[src/rtl/systolic_pkg.sv]
// Shared constants, state encoding and address helpers
// for the 4x4 systolic array sequencer.
package systolic_pkg;

  localparam int N         = 4;
  localparam int DW        = 4;
  localparam int CW        = 8;
  localparam int DRAIN_LEN = 2;
  localparam int FEED_LEN  = 3*N-2;

  localparam logic [3:0] FEED_LAST  = 4'(FEED_LEN-1);
  localparam logic [3:0] DRAIN_LAST = 4'(DRAIN_LEN-1);

  typedef enum logic [2:0] {
    IDLE,
    CLEAR,
    FEED,
    DRAIN,
    DONE
  } state_t;

  function automatic logic [1:0] addr_row(input logic [3:0] a);
    return a[3:2];
  endfunction

  function automatic logic [1:0] addr_col(input logic [3:0] a);
    return a[1:0];
  endfunction

endpackage

[src/rtl/systolic_skew_feed.sv]
// Registered, zero-padded skewed wavefronts for the west (A)
// and north (B) edges of the array.
module systolic_skew_feed
  import systolic_pkg::*;
(
  input  logic              clk,
  input  logic              reset,
  input  logic              en,
  input  logic [3:0]        step,
  input  logic [N*N*DW-1:0] a_mem,
  input  logic [N*N*DW-1:0] b_mem,
  output logic [N*DW-1:0]   a_feed,
  output logic [N*DW-1:0]   b_feed
);

  logic [N*DW-1:0] a_nxt;
  logic [N*DW-1:0] b_nxt;
  logic [1:0]      r;
  logic [1:0]      c;

  // Element (r,c) is on the wavefront at step r+c, for both matrices.
  always_comb begin
    a_nxt = '0;
    b_nxt = '0;
    r     = '0;
    c     = '0;
    for (int e = 0; e < N*N; e++) begin
      r = addr_row(4'(e));
      c = addr_col(4'(e));
      if (en && (4'(r) + 4'(c) == step)) begin
        a_nxt[r*DW +: DW] = a_mem[e*DW +: DW];
        b_nxt[c*DW +: DW] = b_mem[e*DW +: DW];
      end
    end
  end

  always_ff @(posedge clk or posedge reset) begin
    if (reset) begin
      a_feed <= '0;
      b_feed <= '0;
    end else begin
      a_feed <= a_nxt;
      b_feed <= b_nxt;
    end
  end

endmodule

[src/rtl/systolic_ctrl.sv]
// Sequencer for the 4x4 Booth-PE systolic array: operand storage,
// clear/feed/drain FSM, result capture and readback.
module systolic_ctrl
  import systolic_pkg::*;
(
  input  logic              clk,
  input  logic              reset,
  input  logic              ld_valid,
  input  logic              ld_sel,
  input  logic [3:0]        ld_addr,
  input  logic [DW-1:0]     ld_data,
  output logic              ld_err,
  input  logic              start,
  output logic              busy,
  output logic              done,
  output logic              arr_reset,
  output logic [DW-1:0]     A0,
  output logic [DW-1:0]     A1,
  output logic [DW-1:0]     A2,
  output logic [DW-1:0]     A3,
  output logic [DW-1:0]     B0,
  output logic [DW-1:0]     B1,
  output logic [DW-1:0]     B2,
  output logic [DW-1:0]     B3,
  input  logic [16*CW-1:0]  c_flat,
  input  logic [3:0]        rd_addr,
  output logic [CW-1:0]     rd_data
);

  state_t state, nxt;
  logic [3:0] cnt, cnt_nxt;
  logic [N*N*DW-1:0] a_mem, b_mem;
  logic [N*N*CW-1:0] res;
  logic [N*DW-1:0]   a_feed, b_feed;
  logic              we;
  logic              capture;

  assign busy      = (state == CLEAR) || (state == FEED) ||
                     (state == DRAIN);
  assign done      = (state == DONE);
  assign arr_reset = (state == CLEAR);
  assign we        = ld_valid && !busy;
  assign capture   = (state == DRAIN) && (nxt == DONE);

  always_comb begin
    nxt     = state;
    cnt_nxt = cnt;
    unique case (state)
      IDLE, DONE: if (start) nxt = CLEAR;
      CLEAR: begin
        nxt     = FEED;
        cnt_nxt = '0;
      end
      FEED:
        if (cnt == FEED_LAST) begin
          nxt     = DRAIN;
          cnt_nxt = '0;
        end else cnt_nxt = cnt + 4'd1;
      DRAIN:
        if (cnt == DRAIN_LAST) begin
          nxt     = DONE;
          cnt_nxt = '0;
        end else cnt_nxt = cnt + 4'd1;
      default: nxt = IDLE;
    endcase
  end

  always_ff @(posedge clk or posedge reset) begin
    if (reset) begin
      state  <= IDLE;
      cnt    <= '0;
      ld_err <= 1'b0;
    end else begin
      state  <= nxt;
      cnt    <= cnt_nxt;
      ld_err <= ld_valid && busy;
    end
  end

  // A write coincident with start lands here before the first feed step.
  always_ff @(posedge clk or posedge reset) begin
    if (reset) begin
      a_mem <= '0;
      b_mem <= '0;
    end else if (we) begin
      if (ld_sel) b_mem[ld_addr*DW +: DW] <= ld_data;
      else        a_mem[ld_addr*DW +: DW] <= ld_data;
    end
  end

  always_ff @(posedge clk or posedge reset) begin
    if (reset)        res <= '0;
    else if (capture) res <= c_flat;
  end

  assign rd_data = res[rd_addr*CW +: CW];

  systolic_skew_feed u_feed (
    .clk    (clk),
    .reset  (reset),
    .en     (nxt == FEED),
    .step   (cnt_nxt),
    .a_mem  (a_mem),
    .b_mem  (b_mem),
    .a_feed (a_feed),
    .b_feed (b_feed)
  );

  assign A0 = a_feed[0*DW +: DW];
  assign A1 = a_feed[1*DW +: DW];
  assign A2 = a_feed[2*DW +: DW];
  assign A3 = a_feed[3*DW +: DW];
  assign B0 = b_feed[0*DW +: DW];
  assign B1 = b_feed[1*DW +: DW];
  assign B2 = b_feed[2*DW +: DW];
  assign B3 = b_feed[3*DW +: DW];

endmodule

[config.mk]
export PLATFORM = sky130hd
export DESIGN_NAME = systolic_ctrl
export DESIGN_NICKNAME = d
export VERILOG_FILES = /design/src/rtl/systolic_pkg.sv /design/src/rtl/systolic_skew_feed.sv /design/src/rtl/systolic_ctrl.sv
export SDC_FILE = /design/constraint.sdc
export NUM_CORES = 1
export LEC_CHECK = 0
export ABC_CLOCK_PERIOD_IN_PS = 14500
export CAP_MARGIN = 10
export CORE_ASPECT_RATIO = 2
export CORE_UTILIZATION = 30
export CTS_CLUSTER_SIZE = 30
export DETAILED_ROUTE_END_ITERATION = 8
export HOLD_SLACK_MARGIN = 0.02
export PLACE_DENSITY = 0.51
export SKIP_CTS_REPAIR_TIMING = 1
export SLEW_MARGIN = 20
export SYNTH_ARGS = -nofsm -noshare
export SYNTH_HDL_FRONTEND = slang
export SYNTH_SLANG_ARGS = --single-unit
[constraint.sdc]
create_clock -name clk -period 14.5 [get_ports clk]
set_clock_uncertainty 0.1 [all_clocks]
set_input_delay 2.9 -clock clk [delete_from_list [all_inputs] [get_ports clk]]
set_output_delay 2.9 -clock clk [all_outputs]
set_load 0.005 [all_outputs]
==> metrics.md <==
| Metric | Value |
|---|---|
| # setup viols final | `0` |
| Cell Chain, Critical Path | `buf_2 -> mux4_2 -> mux4_2 -> clkdlybuf4s50_1` |
| Max clock buf depth | `3` |
| Worst R2R Path Depth | `6` |
| Die height | `around 300 microns` |
| CP most frequent cell | `mux4_2` |
| Worst Hold End | `a_mem[57]` |
| CORE AREA | `44300 sq um` |
| Worst endpoint data arrival time | `5.23 ns` |
| Register area share after synthesis | `0.547` |
| Flop2flop setup slack | `roughly 11 ns` |
| Hold Path Class | `reg2reg` |
| Crit path required time | `between 10 and 15 ns` |
| Min-delay src | `a_mem[57]` |
| Dpl hpwl | `~35000 microns` |
| Mapped Cells | `about 970` |
| Gr usage total | `0.202` |
| H-tree levels | `1` |
| Number of port buffers | `approximately 190` |
| RSZ-0062 raised after global routing | `false` |
| Hold slack | `around 0.38 ns` |
| Worst vdd ir | `just over 100 uV` |
| I/O pin count | `roughly 190` |
| Row cnt | `between 100 and 150` |
| Ys flop type | `dfrtp_1` |
| PwrDens | `181 nW/um^2` |
| Max Clk Rate | `0.121 GHz` |
| Die X | `about 150 microns` |
| Static Leakage | `between 7 and 8 nW` |
| #FFs+latches synth | `296` |
| Failing checks | `design-rule violations` |
| Final Util | `0.382` |
| Overflow after GRT | `0` |
| CP Depth | `4` |
| Routed wire per std cell | `around 27 microns` |
| Filler cell count in the final layout | `4183` |
| Fin. Hold Viols | `0` |
| Initial antenna violation count | `4` |
| Met2 Track Usage GR | `0.409` |
| Rel. slew slack | `0.260` |
| Residual DRC count | `28` |
| TritonCTS clock tree | `yes` |
| Reg area | `around 7400 sq um` |
| Top-area cell type share of the netlist area | `0.547` |
| Synth cell types | `62` |
| Status | `complete, but fails checks` |
| Multi-input gate area | `~5800 sq um` |
| Final min period | `just over 8 ns` |
| Max-cap violations | `0` |
| Syn_area_per_cell | `~14 sq um` |
| Crit Path Max Fanout | `32` |
| Clk sinks | `between 200 and 300` |
| Most used routing layer | `met2` |
| Clock transition at the registers of the reported paths | `~0.060 ns` |
| Least-Margin Pin Slew | `approximately 1.1 ns` |
| Hold depth | `1` |
| Pin count of the biggest net entering global routing | `about 120` |
| Latest clock arrival within the worst-skew pair | `0.58 ns` |
| Die area | `~46000 sq um` |
| Initial DRC Count | `a little over 300` |
| Antenna viol nets, final | `0` |
| Worst path slowest cell | `buf_2` |
| Drt pass-1 iters | `9` |
| Worst Setup Path Type | `in2out` |
| Netlist Area Pre-Place | `~14000 sq um` |
| Top cells by area, synth | `dfrtp_1, mux2_2, mux4_2, mux2_1, a22oi_1` |
| Buffers & Inverters on Critical Path | `2` |
| Startpoint Class | `input port` |
| Max incr delay on CP | `0.74 ns` |
| Via count | `between 8000 and 9000` |
| Syn. warnings | `0` |
| FF-to-FF End | `res[44]` |
| Total CTS buffers | `30` |
| Fin. max-slew vios | `0` |
| M1 GR Usage | `0.170` |
| CP Capture Type | `output pin` |
| Asr flop ratio synth | `1.00` |
| Pwr Total | `around 3.1 mW` |
| Final Wtd Congestion | `just under 0.9` |
| Synth Net Count | `1118` |
| Share of cells above drive strength 1 | `0.306` |
| Global-route track usage on met3 | `0.0311` |
| First-pass GRT wire length | `between 60000 and 70000 microns` |
| Worst path top cell family by delay | `buffers and inverters` |
| Initial core utilization | `0.305` |
| Post-synth EDFFs | `0` |
| Reg2reg start | `cnt[0]` |
| Nets@finish | `approximately 1300` |
| Routed wire length | `~46000 microns` |
| Final setup TNS | `0 ns` |
| Vias in the first global route | `9795` |
| Fin crit share | `0.568` |
| CTS root buffer | `clkbuf_16` |
| Area Overhead vs Synth | `25.1%` |
| Largest area contributor in the netlist | `dfrtp_1` |
| Vias/cell | `just over 5` |
## worst max path at each step
| stage | start | end | slack (ns) |
|---|---|---|---|
| after floorplan | reset | a_mem[0] | 3.32 |
| after global placement | rd_addr[0] | rd_data[3] | 6.25 |
| after detailed placement | rd_addr[0] | rd_data[3] | 6.20 |
| after CTS | rd_addr[0] | rd_data[3] | 6.20 |
| after global routing | rd_addr[0] | rd_data[5] | 6.12 |
| final | rd_addr[0] | rd_data[3] | 6.27 |
## through the flow
stage          setup slack [ns]  std cells  instance area (sq um)
2_1_floorplan              3.32        969                  13500
3_3_place_gp               6.25       1669                  15900
3_5_place_dp               6.20       1669                  15900
4_1_cts                    6.20       1720                  16900
5_1_grt                    6.12       1722                  16900
6_report                   6.27       1722                  16900
## routing by layer
layer | part of all wire | routed length [microns]
met4 | 0.087 | 4000
met5 | 0.00035 | 16
met2 | 0.57 | 26300
met1 | 0.29 | 13400
met3 | 0.048 | 2180
## kinds of logic (layout without fill, tap and decap cells)
group	after synthesis	count (layout)	synth area share
fa+ha+maj	4	4	0.00370
mux	297	297	0.280
flops	296	296	0.547
compound gates	145	145	0.0782
simple gates	150	150	0.0622
other cells	0	2	0
buf+inv	73	269	0.0249
xor+xnor	4	4	0.00314
## power by group
group          leakage [nW]  internal [mW]  switching [mW]
Combinational          2.98          0.481           0.486
Clock                 0.485          0.466           0.334
Sequential             3.81           1.05           0.252
## sequential cells by signal (all words and copies together), names as in the netlist
register / flops
a_mem: 64
res: 128
b_mem: 64
cnt: 4
ld_err: 1
u_feed.b_feed: 16
state: 3
u_feed.a_feed: 16
## Yosys cell counts, types with 3 or more instances
master,number
dfrtp_1,296
mux2_2,233
mux4_2,40
nand2_1,40
a21oi_1,29
buf_2,29
a22oi_1,27
mux2_1,23
and3_1,20
inv_1,20
and2_1,18
nor2_1,17
clkbuf_1,14
nand3_1,13
o21ai_0,10
o22ai_1,10
a31oi_1,9
a222oi_1,8
nand2b_1,8
o21ai_1,8
nor3_1,7
o21a_1,7
nor2_4,6
buf_1,5
a2bb2oi_1,4
ha_1,4
nor2b_1,4
o221ai_1,4
o22a_1,4
o2bb2ai_1,4
a311oi_1,3
buf_4,3
nor3b_2,3
## cells in the final DEF (no fill, tap or decap), types with 3 or more instances in the layout
cell and n:
buf_4 10, mux2_1 23, inv_1 19, o2bb2ai_1 4
bufinv_16 3, clkbuf_8 5, and3_1 20, clkbuf_1 8
a2bb2oi_1 4, a311oi_1 3, clkdlybuf4s50_1 186, a22oi_1 27
and2_1 18, o22a_1 4, o21a_1 7, ha_1 4
nor2_4 6, nor3b_2 3, nand2b_1 8, clkbuf_16 31
mux2_2 233, o22ai_1 10, nor3_1 7, mux4_2 40
dfrtp_1 296, o21ai_1 8, a31oi_1 9, nor2b_1 4
clkinv_2 4, nand3_1 13, a21oi_1 29, nor2_1 17
nand2_1 39, o21ai_0 10, o221ai_1 4, a222oi_1 8
## cell type report
cell class	instances	share of cell area
sequential	296	0.437
multi-input combinational	600	0.343
timing repair buffer	198	0.115
clock buffer	44	0.0517
tap	555	0.0410
clock inverter	7	0.00650
inverter	20	0.00488
antenna	2	0.000296
## worst reg2reg max path, cell delays in order, from the launching register on
cell      delay, ns
dfrtp_1        0.68
ha_1           0.40
nand2b_1       0.31
nor3_1         0.16
nand2_4        0.56
buf_4          0.87
mux2_2         0.49
(Power assumes the default switching activity.)
==> edit, RTL diff (same settings) <==
Change the package constant `DW` from 4 to 6.
--- a/src/rtl/systolic_pkg.sv
+++ b/src/rtl/systolic_pkg.sv
@@ -3,7 +3,7 @@
 package systolic_pkg;
 
   localparam int N         = 4;
-  localparam int DW        = 4;
+  localparam int DW        = 6;
   localparam int CW        = 8;
   localparam int DRAIN_LEN = 2;
   localparam int FEED_LEN  = 3*N-2;
Ports: changed (9 resized); port bits go from 189 to 207. The function was not compared with the original's and may differ.
==> edit against the unedited design <==
Sequential share of layout area decreased by 1.6 points. Sequential cell count is 80 higher. Synthesized area rose by 34%. Non-clock buffer count increased by 34. Utilization down 0.93 points. Cell area is 32% higher. Count of clock-buffer cells in the layout grew 14. Setup slack gained 0.11 ns. Total power is 24% higher. Maximum frequency is 1.3% higher. Register-to-register slack got worse by 1.1 ns. Wire length rose by 47%.
==> edit: results (changes against the unedited design) <==
[outcome]
result_of_the_run=completed

[routing]
wl_met2_um=36700  ; +40%
top_layer_used=met4
route.met3.wl_um=3440  ; +58%
detail_route.wirelength.met1_um=21700  ; +62%
wl_per_cell_um=27.8  ; +4.5%
route.detailed.vias_per_inst=5.46  ; +5.8%
initialDrtViolationCount=700  ; +130%
number_of_search_and_repair_iterations_in_the_first_detailed_routing_pass=5  ; -4

[power_and_ir_drop]
vdd_drop_max_mv=0.0836  ; -19%
p_leak_nw=9.64  ; +32%

[placed_design]
placed_cells_incl_taps=2346  ; +41%
detailed_place.area_um2=21100  ; +32%
dp_hpwl_um=50400  ; +44%
gp_congestion=1.00  ; +13%
pre_cts_slack_ns=6.24  ; +0.0400 ns
port_buffers=206  ; +9.6%

[global_routing]
grt_usage=0.219  ; +0.0176
grt_max_degree=130  ; +13%
grt_pass1_vias=14412  ; +47%
grt_first_pass_wirelength_um=97300  ; +46%

[synthesis]
yosysSeqAreaShare=0.518  ; -0.0296
synth_fp_nets=1586  ; +42%
syn_area_per_cell_um2=12.7  ; -8.9%
netlist_top_cells_count=sky130_fd_sc_hd__dfrtp_1 (376), sky130_fd_sc_hd__mux2_2 (308), sky130_fd_sc_hd__nand2_1 (87)
synth_top_area_frac=0.518  ; -0.0296
netlist_top_cells_area=sky130_fd_sc_hd__dfrtp_1 (52%), sky130_fd_sc_hd__mux2_2 (19%), sky130_fd_sc_hd__mux4_2 (5.0%), sky130_fd_sc_hd__nand4_1 (1.9%), sky130_fd_sc_hd__nand2_1 (1.8%)
synth_cell_type_count=78  ; +26%

[clock_network]
h-tree-depth=2  ; +1
clk_latency_ns=0.56  ; -0.02 ns
cts_made_buffers=39  ; +30%
cts.clk_slew.worst_paths_ns=0.06  ; about the same

[timing]
maxSlewHeadroom=0.218  ; -0.0412
timing.hold.ws_ns=0.396  ; +0.0154 ns

[final_layout]
stdcell_count=2415  ; +40%
largestRegisters=res x128, a_mem x96, b_mem x96
drive_above_1_share=0.291  ; -0.0149
nNetsFinal=1771  ; +37%
antenna_cells=0  ; -2

[worst_hold_path]
hold_path_startpoint=b_mem[74]$_DFFE_PP0P_
holdPathEnd=b_mem[74]$_DFFE_PP0P_

[worst_setup_path]
regToRegSetupSlack_ns=9.71  ; -1.09 ns
r2r_end=u_feed.a_feed[12]$_DFF_PP0_
worst-r2r-cell-count=10  ; +4
rr_startpoint=state[1]$_DFF_PP0_
worstPathArrival_ns=5.13  ; -0.10 ns

[edit: worst max-delay path by stage]
stage / end / slack [ns]
2_1_floorplan: a_mem[0]$_DFFE_PP0P_ / 1.06
3_3_place_gp: rd_data[4] / 6.30
3_5_place_dp: b_mem[40]$_DFFE_PP0P_ / 6.24
4_1_cts: rd_data[0] / 6.31
5_1_grt: rd_data[2] / 6.22
6_report: rd_data[2] / 6.37
[edit: metal layers]
layer,global-route usage,vias up
li1,-,5699
met1,0.210,6745
met2,0.420,539
met3,0.0316,194
met4,0.157,0
met5,0,-
[edit: area by class of cell]
| cell class | count | area [µm²] |
|---|---|---|
| inverter | 33 | 131 |
| timing repair buffer | 232 | 2270 |
| sequential | 376 | 9410 |
| clock inverter | 10 | 98.8 |
| clock buffer | 58 | 1140 |
| tap | 774 | 968 |
| multi-input combinational | 932 | 8310 |
| fill | 5778 | 37600 |
[edit: report_power, final]
group / internal [mW] / total, mW / switching [mW]
sequential: 1.31 / 1.48 / 0.170
combinational: 0.583 / 1.31 / 0.727
clock: 0.564 / 1.01 / 0.447
total: 2.46 / 3.80 / 1.34
[edit: critical path, cell delays in order]
cell and delay [ns]:
sky130_fd_sc_hd__buf_2 0.08, sky130_fd_sc_hd__buf_4 0.52, sky130_fd_sc_hd__mux4_2 0.65, sky130_fd_sc_hd__mux4_2 0.47, sky130_fd_sc_hd__clkdlybuf4s50_1 0.45
[edit: cells by family (layout without fill, tap and decap cells)]
family	count (synthesis)	after routing	share of synthesized area
AOI/OAI and AO/OA	226	226	0.0917
xor gates and xnor gates	14	14	0.0109
adders and majority gates	10	10	0.00730
buffers and inverters	121	333	0.0272
DFF	376	376	0.518
muxes	368	368	0.252
and+or+nand+nor	314	314	0.0926
